## src/rtl/key_pkg.sv

```systemverilog
// Shared definitions for the per-key event generators: FSM state encoding,
// default press timing, and the counter-width helper.
package key_pkg;

  typedef enum logic [1:0] {
    IDLE    = 2'd0,
    PRESSED = 2'd1,
    HELD    = 2'd2
  } key_state_t;

  localparam int KEY_LONG_CYCLES_DEF   = 50_000_000;
  localparam int KEY_REPEAT_CYCLES_DEF = 10_000_000;

  // Counter must hold the larger of the two terminal counts.
  function automatic int key_cnt_width(input int long_c, input int rep_c);
    int m;
    m = (long_c > rep_c) ? long_c : rep_c;
    return $clog2(m + 1);
  endfunction

endpackage

```

## src/rtl/sync_2ff.sv

```systemverilog
// Generic two-flop level synchronizer, reset to 0. BYPASS=1 turns it into a
// plain wire for builds where the input is already in the clock domain.
module sync_2ff #(
  parameter int WIDTH  = 1,
  parameter bit BYPASS = 1'b0
) (
  input  logic             clk_i,
  input  logic             rst_ni,
  input  logic [WIDTH-1:0] d_i,
  output logic [WIDTH-1:0] q_o
);

  if (BYPASS) begin : g_bypass
    logic unused_s;
    assign unused_s = &{1'b0, clk_i, rst_ni};
    assign q_o      = d_i;
  end else begin : g_sync
    logic [WIDTH-1:0] meta_q;
    logic [WIDTH-1:0] sync_q;

    // Two-stage capture chain
    always_ff @(posedge clk_i or negedge rst_ni) begin
      if (!rst_ni) begin
        meta_q <= '0;
        sync_q <= '0;
      end else begin
        meta_q <= d_i;
        sync_q <= meta_q;
      end
    end

    assign q_o = sync_q;
  end

endmodule

```

## src/rtl/key_event_gen.sv

```systemverilog
// Turns a debounced key level into press/click/long/repeat/release pulses.
// Optional build macro KEY_EVENT_SYNC_EN adds a 2-flop input synchronizer.
module key_event_gen
  import key_pkg::*;
#(
  parameter int LONG_CYCLES   = KEY_LONG_CYCLES_DEF,
  parameter int REPEAT_CYCLES = KEY_REPEAT_CYCLES_DEF
) (
  input  logic clk,
  input  logic rst_n,
  input  logic key_in,
  output logic press_pulse,
  output logic click_pulse,
  output logic long_pulse,
  output logic repeat_pulse,
  output logic release_pulse,
  output logic held
);

  localparam int              CNT_W     = key_cnt_width(LONG_CYCLES, REPEAT_CYCLES);
  localparam bit              REPEAT_EN = (REPEAT_CYCLES != 0);
  localparam logic [CNT_W-1:0] LONG_LAST = CNT_W'(LONG_CYCLES - 1);
  localparam logic [CNT_W-1:0] REP_LAST  = REPEAT_EN ? CNT_W'(REPEAT_CYCLES - 1) : '0;

`ifdef KEY_EVENT_SYNC_EN
  localparam bit SYNC_BYPASS = 1'b0;
`else
  localparam bit SYNC_BYPASS = 1'b1;
`endif

  logic       key_s;
  key_state_t state_q, state_d;
  logic [CNT_W-1:0] cnt_q, cnt_d;
  logic press_d, click_d, long_d, repeat_d, release_d, held_d;
  logic press_q, click_q, long_q, repeat_q, release_q, held_q;

  sync_2ff #(
    .WIDTH  (1),
    .BYPASS (SYNC_BYPASS)
  ) u_sync (
    .clk_i  (clk),
    .rst_ni (rst_n),
    .d_i    (key_in),
    .q_o    (key_s)
  );

  // State, counter and registered outputs
  always_ff @(posedge clk or negedge rst_n) begin
    if (!rst_n) begin
      state_q   <= IDLE;
      cnt_q     <= '0;
      press_q   <= 1'b0;
      click_q   <= 1'b0;
      long_q    <= 1'b0;
      repeat_q  <= 1'b0;
      release_q <= 1'b0;
      held_q    <= 1'b0;
    end else begin
      state_q   <= state_d;
      cnt_q     <= cnt_d;
      press_q   <= press_d;
      click_q   <= click_d;
      long_q    <= long_d;
      repeat_q  <= repeat_d;
      release_q <= release_d;
      held_q    <= held_d;
    end
  end

  // Next state and counter; release takes priority over terminal count
  always_comb begin
    state_d = state_q;
    cnt_d   = cnt_q;
    case (state_q)
      IDLE: begin
        state_d = key_s ? PRESSED : IDLE;
        cnt_d   = '0;
      end
      PRESSED: begin
        if (!key_s) begin
          state_d = IDLE;
          cnt_d   = '0;
        end else if (cnt_q == LONG_LAST) begin
          state_d = HELD;
          cnt_d   = '0;
        end else begin
          cnt_d   = cnt_q + CNT_W'(1);
        end
      end
      HELD: begin
        if (!key_s) begin
          state_d = IDLE;
          cnt_d   = '0;
        end else if (!REPEAT_EN || (cnt_q == REP_LAST)) begin
          cnt_d   = '0;
        end else begin
          cnt_d   = cnt_q + CNT_W'(1);
        end
      end
      default: begin
        state_d = IDLE;
        cnt_d   = '0;
      end
    endcase
  end

  // Pulse decisions, registered on the same edge as the transition
  always_comb begin
    press_d   = 1'b0;
    click_d   = 1'b0;
    long_d    = 1'b0;
    repeat_d  = 1'b0;
    release_d = 1'b0;
    held_d    = (state_d != IDLE);
    case (state_q)
      IDLE: begin
        press_d = key_s;
      end
      PRESSED: begin
        click_d   = !key_s;
        release_d = !key_s;
        long_d    = key_s && (cnt_q == LONG_LAST);
      end
      HELD: begin
        release_d = !key_s;
        repeat_d  = key_s && REPEAT_EN && (cnt_q == REP_LAST);
      end
      default: begin
        press_d = 1'b0;
      end
    endcase
  end

  assign press_pulse   = press_q;
  assign click_pulse   = click_q;
  assign long_pulse    = long_q;
  assign repeat_pulse  = repeat_q;
  assign release_pulse = release_q;
  assign held          = held_q;

endmodule

```

## config.mk

```make
export PLATFORM = sky130hd
export DESIGN_NAME = key_event_gen
export DESIGN_NICKNAME = d
export VERILOG_FILES = /design/src/rtl/key_pkg.sv /design/src/rtl/sync_2ff.sv /design/src/rtl/key_event_gen.sv
export SDC_FILE = /design/constraint.sdc
export NUM_CORES = 1
export LEC_CHECK = 0
export CAP_MARGIN = 15
export CORE_MARGIN = 3
export CORE_UTILIZATION = 50
export DETAILED_ROUTE_END_ITERATION = 10
export PLACE_DENSITY = 0.65
export SYNTH_ARGS = -nofsm -noshare
export SYNTH_HDL_FRONTEND = slang
export SYNTH_SLANG_ARGS = --single-unit
```

## constraint.sdc

```tcl
create_clock -name clk -period 4.64 [get_ports clk]
set_input_delay 0.696 -clock clk [delete_from_list [all_inputs] [get_ports clk]]
set_output_delay 0.696 -clock clk [all_outputs]
set_load 0.02 [all_outputs]
```

**Yosys cells after proc, flatten, opt, wreduce, memory -nomap -nowiden**

Index checks and enable logic that the tools add are counted.

- $add $sub $neg: 1
- $mul: 0
- Div/mod/pow operators: 0
- Magnitude comparators: 0
- Eq/ne operators: 4
- Shifts and indexed selects: 0
- Mux-type cells: 15
- Bitwise operators: 0
- Reductions and logical operators: 6

Operator list:

| cell | number |
|---|---|
| 26-bit 2-to-1 mux | 4 |
| 26-bit one-hot mux with 2 select lines | 1 |
| 26-bit by 1-bit adder with 26-bit output (second input constant) | 1 |
| 26-bit by 24-bit equality test with 1-bit output (second input constant) | 1 |
| 26-bit equality test (second input constant) | 1 |
| 1-bit 2-to-1 mux | 6 |
| 2-bit 2-to-1 mux | 3 |
| 2-bit one-hot mux with 3 select lines | 1 |
| 2-bit by 1-bit equality test with 1-bit output (second input constant) | 1 |
| 2-bit equality test (second input constant) | 1 |
| 1-bit logical AND | 2 |
| 2-bit logical NOT | 1 |
| 2-bit nonzero test | 1 |
| 2-bit OR reduction | 1 |
| 1-bit logical NOT | 1 |

- Bits in registers: 34
- Bits in latches: 0
- RAM bits: 0
- ROM bits: 0
- Input bits: 3
- Output and inout port bits: 6
- Logic and storage cells: 34
- Memories kept: 0

**Logic depth before layout (Yosys ltp)**

Gate-level depths: netlist (run 1).

- Depth in word-level cells: 5
- Mapped depth: 7
- Gate-level depth less buffers: 5

**Cells and area by module**

A second synthesis (run 1) with hierarchy kept.

- Cells, all modules: 181
- Area total of the unflattened synthesis: 1,863.0 um^2

By module, submodules not included:

| module | times used | cells an instance | area each (um^2) | sequential area each (um^2) |
|---|---|---|---|---|
| key_event_gen | 1 | 180 | 1,855.5 | 850.8 |
| sync_2ff | 1 | 1 | 7.5 | 0.0 |

**Least setup slack after synthesis (run 1)**

Ideal clock, no wire load.

- Path kind: reg2reg
- Start: reg cnt_q[0]
- End: reg cnt_q[0]
- Library setup time: 138 ps
- Arrival time: 1,953 ps
- Data required time: 4,502 ps
- Slack: 2,549 ps
- Stages on the path, launching flop included: 8
- Path buffers: 2
- Period minus slack after synthesis: 2,091 ps
- Cells stage by stage: dfrtp_1 -> ha_1 -> and2_1 -> clkbuf_1 -> nand4_2 -> o41ai_4 -> buf_2 -> a211oi_1

- Word-level cells in the longest chain between the ends: 4
- Elaborated cells on any way between the ends: 8
- Those cells by class: add/sub (1); eq/ne (2); mux (5)

RTL lines:

| what | RTL line | source |
|---|---|---|
| from (decl) | key_event_gen.sv:33 | `logic [CNT_W-1:0] cnt_q, cnt_d;` |
| from (signal assigned) | key_event_gen.sv:60 | `cnt_q <= cnt_d;` |
| 26-bit by 1-bit adder with 26-bit output (tied with other cells) | key_event_gen.sv:87, key_event_gen.sv:97 |  |
| 26-bit 2-to-1 mux, on equally long branches | key_event_gen.sv:94, key_event_gen.sv:83 |  |
| 26-bit 2-to-1 mux, on equally long branches | key_event_gen.sv:91, key_event_gen.sv:80 |  |
| 26-bit one-hot mux with 2 select lines * | key_event_gen.sv:74 | `case (state_q)` |
| via cnt_d[0] | key_event_gen.sv:33 |  |

The timed path passes the listed nets; every way through them passes the cells marked *.

**Worst setup path after layout (run 1)**

- Start: reg cnt_q[0]
- End: reg cnt_q[18]

The elaborated chain is that of the path after synthesis.

==> impl_metrics.py, run 1 <==
metrics = {
    "timing": {
        "period_needed_ps": 2523,
        "finalHoldViolCount": 0,
        "finalClockSkew_ps": 8.302,
        "tns_ps": 0,
        "worst_pin_slew_ps": 980.7,
        "rsz0062_at_grt": "no",
        "slew_headroom": 0.3446,
        "max_freq_mhz": 396.3,
        "fin_crit_sh": 0.5438,
        "maxSlewViolCount": 0,
        "setup_viol": 0,
    },
    "synth": {
        "synth.largest_area_cell": "dfrtp_1",
        "yosys.area_share.simple": 0.2273,
        "synth_edf_count": 0,
        "synth-seq-area-share": 0.4404,
        "synth-xor-area-share": 0.05440,
        "synth_compound_area_frac": 0.2047,
        "synth_fa_ha_area_frac": 0.03238,
        "synth_top_area_share": 0.4404,
        "synthMuxAreaShare": 0,
        "syn-cell-area_mm2": 0.001932,
        "yosys_register_bits": 34,
        "syn_inst": 187,
        "netlist_top_cells_area": "dfrtp_1 (44%), a211oi_1 (5.4%), a221oi_1 (3.6%), xnor2_1 (3.6%), ha_1 (3.2%)",
        "ys.flop_type": "dfrtp_1",
        "synth_nets": 195,
        "ys_warn_count": 0,
        "async_reset_ff_frac": 1.000,
        "synth_cell_types": 38,
        "synth_top_family_by_area": "simple AND/OR/NAND/NOR gates",
        "avgSynthCellArea_um2": 10.33,
    },
    "critical_path": {
        "cp_max_fo": 19,
        "r2r_slack_ps": 2120,
        "r2r_end": "cnt_q[18]",
        "arrival_ps": 2630,
        "path_class": "flop to flop",
        "start_kind": "flop",
        "worst_ep_required_time_ps": 4750,
        "reg2reg_from": "cnt_q[0]",
        "endpoint_kind": "flop",
        "r2r_cells": 6,
    },
    "placed_design": {
        "place.detailed.hpwl_um": 2625,
        "port_buffers": 8,
        "dp.cells": 231,
        "place_congestion": 0.8356,
        "place_area_mm2": 0.002033,
    },
    "pwr": {
        "pwr-share-seq": 0.485,
        "clock_power_share": 0.422,
        "p_int_mw": 0.4788,
        "p_sw_mw": 0.1498,
        "power_density_mw_per_mm2": 289.7,
        "ir_worst_vdd_mv": 0.1910,
        "p_sw_frac": 0.2382,
        "p_leak_nw": 0.7786,
        "power_mw": 0.6286,
        "combPwrFrac": 0.093,
    },
    "routing": {
        "drc": 0,
        "num_vias": 1516,
        "first_pass_iters": 4,
        "wirelength_um": 3982,
        "avgRoutedWirePerCell_um": 16.59,
        "drtAntennaViolNets": 0,
        "drt_iter0_drc": 102,
        "routed_via_density": 6.317,
    },
    "global_route": {
        "grt_pass1_wl_um": 6837,
        "use_met2": 0.3249,
        "grt_use_met3": 0.04433,
        "grt_pass1_vias": 1418,
        "grt.total_usage": 0.1999,
        "overflow": 0,
        "grt_busiest_layer": "met2",
        "grt_max_degree": 35,
        "antenna_found_initial": 0,
        "gr-usage-met1": 0.2534,
    },
    "run_status": {
        "status": "finished clean",
    },
    "die": {
        "pin_count": 9,
        "fp.dieH_um": 68.16,
        "die_w_um": 68.16,
        "core-area_mm2": 0.003521,
        "initial_core_util": 0.5487,
        "rows": 21,
        "die_area_mm2": 0.004646,
    },
    "clock_tree": {
        "cts_buffers": 5,
        "cts_setup_buffers": 0,
        "cts_buffer_depth": 2,
        "cts_hold_buf": 0,
        "clkSinkCount": 34,
        "htree_num_levels": 2,
        "root_buffer": "clkbuf_8",
        "cts_resized": 0,
        "cts_tree": "yes",
        "insertion_delay_ps": 290,
        "clk_transition_reported_paths_ps": 70,
    },
    "cells_and_area": {
        "fin_area_mm2": 0.002170,
        "final_cell_mix": "dfrtp_1 (34), nand2_1 (16), a211oi_1 (14)",
        "final_common_cell": "dfrtp_1",
        "area_growth_pct": 12.31,
        "fillerInstances": 298,
        "finalNonFillerCells": 240,
        "insertedDiodeCount": 0,
        "drive_gt1_frac": 0.1082,
        "fin_nets": 201,
    },
    "min_path": {
        "whs_endpoint": "cnt_q[0]",
        "hp-start": "cnt_q[0]",
        "min_path_cells": 1,
        "hold_path.class": "flop to flop",
    },
    "job": {
        "max_cap_violations": 0,
    },
}
==> sequential cells by signal, summed over array words and instances, names as in the netlist <==
signal,cells
click_pulse,1
repeat_pulse,1
long_pulse,1
held,1
cnt_q,26
release_pulse,1
press_pulse,1
state_q,2
==> worst max-delay path, stage by stage (launching register included) <==
cell,delay (ps)
dfrtp_1,380
ha_1,210
and2_1,270
nand4_2,240
o41ai_4,710
buf_4,370
a221oi_1,140
==> cell usage after synthesis (5+ instances only) <==
cell and n:
or4_1 7, inv_1 5, nand2_1 16, nor4_1 6, a221oi_1 8, o31ai_1 8, ha_1 5, nand3_1 8
dfrtp_1 34, or3_1 6, xnor2_1 8, clkbuf_1 7, nand4_1 5, o21ai_0 6, a211oi_1 14
==> power groups by stage <==
stage / registers, mW / clock network [mW] / logic (mW)
floorplan: 0.315 / 0 / 0.0307
global placement: 0.310 / 0 / 0.0578
detailed placement: 0.310 / 0 / 0.0592
CTS: 0.305 / 0.271 / 0.0593
global route: 0.305 / 0.285 / 0.0648
finish: 0.305 / 0.265 / 0.0587
==> stage by stage <==
stage               utilization  setup WS, ps  hold slack (ps)
floorplan                     -          2549            400.4
global placement         0.5775          2162            466.1
detailed placement       0.5775          2063            473.6
CTS                      0.6084          2042            484.2
global route             0.6162          1931            524.5
finish                   0.6162          2117            481.7
==> area by class of cell <==
class	count	area (um2)	share of cell area
Clock inverter	3	40.04	0.01845
Inverter	5	18.77	0.008651
Tap cell	46	57.56	0.02653
Multi-Input combinational cell	136	1011	0.4660
Timing Repair Buffer	11	122.6	0.05652
Sequential cell	34	850.8	0.3922
Clock buffer	5	68.82	0.03172
==> routing by layer <==
metal | up-vias | share of wire
met1 | 738 | 0.44
met4 | 0 | 0.017
li1 | 736 | -
met2 | 35 | 0.49
met5 | - | 0
met3 | 7 | 0.052
==> worst max-delay path by stage <==
stage	from	endpoint	slack, ps	cells after the start
floorplan	cnt_q[0]	cnt_q[0]	2550	7
global placement	cnt_q[0]	cnt_q[15]	2160	5
detailed placement	cnt_q[0]	cnt_q[18]	2060	5
CTS	cnt_q[0]	cnt_q[18]	2040	5
global route	cnt_q[0]	cnt_q[20]	1930	6
finish	cnt_q[0]	cnt_q[18]	2120	6
==> cell families after synthesis <==
logic type,after synthesis
AND/OR/NAND/NOR,72
AO/OA/AOI/OAI,47
flip-flops,34
buffers and inverters,17
XOR/XNOR,12
adder cells (fa/ha/maj),5
Power figures use the tool's default switching activity.
==> inputs of run 2 (changes only) <==
==> constraint.sdc (replaced) <==
create_clock -name clk -period 2.6 [get_ports clk]
set_input_delay 0.39 -clock clk [delete_from_list [all_inputs] [get_ports clk]]
set_output_delay 0.39 -clock clk [all_outputs]
set_load 0.02 [all_outputs]
==> impl_metrics.py, run 2 (same netlist as run 1, synthesis figures left out) <==
metrics = {
    "run_status": {
        "status": "finished clean",
    },
    "die": {
        "die_w_um": 68.16,
        "fp.dieH_um": 68.16,
        "initial_core_util": 0.5487,
        "core-area_mm2": 0.003521,
        "pin_count": 9,
        "die_area_mm2": 0.004646,
        "rows": 21,
    },
    "clock_tree": {
        "clk_transition_reported_paths_ps": 60,
        "cts_setup_buffers": 0,
        "htree_num_levels": 2,
        "clkSinkCount": 34,
        "cts_buffers": 5,
        "cts_resized": 0,
        "root_buffer": "clkbuf_8",
        "cts_buffer_depth": 2,
        "cts_tree": "yes",
        "insertion_delay_ps": 290,
        "cts_hold_buf": 0,
    },
    "timing": {
        "period_needed_ps": 2162,
        "maxSlewViolCount": 0,
        "worst_pin_slew_ps": 429.5,
        "finalClockSkew_ps": 3.627,
        "fin_crit_sh": 0.8316,
        "max_freq_mhz": 462.5,
        "setup_viol": 0,
        "tns_ps": 0,
        "rsz0062_at_grt": "no",
        "timing.final.ws_setup_ps": 437.9,
        "finalHoldViolCount": 0,
        "slew_headroom": 0.7137,
    },
    "placed_design": {
        "dp_worst_setup_slack_ps": 489.3,
        "place.detailed.hpwl_um": 2730,
        "port_buffers": 8,
        "place_congestion": 0.8229,
    },
    "cells_and_area": {
        "top_register": "cnt_q",
        "fillerInstances": 319,
        "drive_gt1_frac": 0.1071,
        "area_growth_pct": 10.75,
        "fin_nets": 204,
        "final_common_cell": "dfrtp_1",
        "largest_register_ff_count": 26,
        "final_cell_mix": "dfrtp_1 (34), nand2_1 (16), a211oi_1 (14)",
        "reg_top3": "cnt_q: 26 flops, state_q: 2 flops",
        "insertedDiodeCount": 0,
    },
    "pwr": {
        "p_leak_nw": 0.7623,
        "ir_worst_vdd_mv": 0.2484,
        "power_mw": 1.014,
        "power_density_mw_per_mm2": 474.1,
    },
    "routing": {
        "drc": 0,
        "routed_via_density": 6.256,
        "avgRoutedWirePerCell_um": 16.45,
        "first_pass_iters": 4,
        "drtAntennaViolNets": 0,
        "num_vias": 1514,
        "wirelength_um": 3982,
        "drt_iter0_drc": 156,
    },
    "critical_path": {
        "arrival_ps": 2360,
        "start_kind": "flop",
        "path_class": "flop to flop",
        "cp_max_fo": 13,
        "worst_ep_required_time_ps": 2790,
        "endpoint_kind": "flop",
    },
    "global_route": {
        "antenna_found_initial": 0,
        "overflow": 0,
        "grt_pass1_wl_um": 6796,
        "grt_max_degree": 35,
        "grt_pass1_vias": 1412,
        "grt.total_usage": 0.1996,
    },
    "min_path": {
        "hold_path.class": "flop to flop",
    },
    "job": {
        "max_cap_violations": 0,
    },
}
[run 2: critical path, stage by stage (launching register included)]
cell and delay, ps:
dfrtp_1 460, nand4_4 160, or4_4 650, or4_4 540, a221oi_2 260
[run 2: per-stage QoR]
stage / util / hold slack, ps / std cells / cell area, um2
finish: 0.6077 / 481.4 / 242 / 2140
global route: 0.6077 / 488.4 / 242 / 2140
CTS: 0.6077 / 478.3 / 242 / 2140
detailed placement: 0.5860 / 469.4 / 235 / 2063
global placement: 0.5860 / 453.9 / 235 / 2063
floorplan: - / 94.41 / 187 / 1932
[run 2: final timing paths]
path                       startpoint         to  slack [ps]  depth (start not counted)
min reg2reg                  cnt_q[0]   cnt_q[0]         480                          1
min                          cnt_q[0]   cnt_q[0]         480                          1
max reg2reg                  cnt_q[3]  cnt_q[25]         440                          4
max                          cnt_q[3]  cnt_q[25]         440                          4
min in group asynchronous       rst_n  cnt_q[23]         500                          2
max in group asynchronous       rst_n  cnt_q[15]        1790                          2
[run 2: routing by layer]
layer	GRT usage	vias to the layer above	wire, um
met5	0	-	0
met2	0.3105	22	1913
li1	-	740	-
met3	0.05911	5	152
met1	0.2648	747	1870
met4	0.06700	0	46
[run 2: final cells by class]
type / instances / area, um2 / area share
clock buffer: 7 / 76.32 / 0.03567
inverter: 5 / 18.77 / 0.008772
multi-input combinational: 136 / 1011 / 0.4725
sequential: 34 / 850.8 / 0.3977
tap: 46 / 57.56 / 0.02690
timing repair buffer: 14 / 125.1 / 0.05848
[run 2: report_power, final]
group | internal, mW | total, mW | switching [mW]
clock network | 0.184 | 0.361 | 0.178
logic | 0.0389 | 0.109 | 0.0700
registers | 0.538 | 0.544 | 0.00548
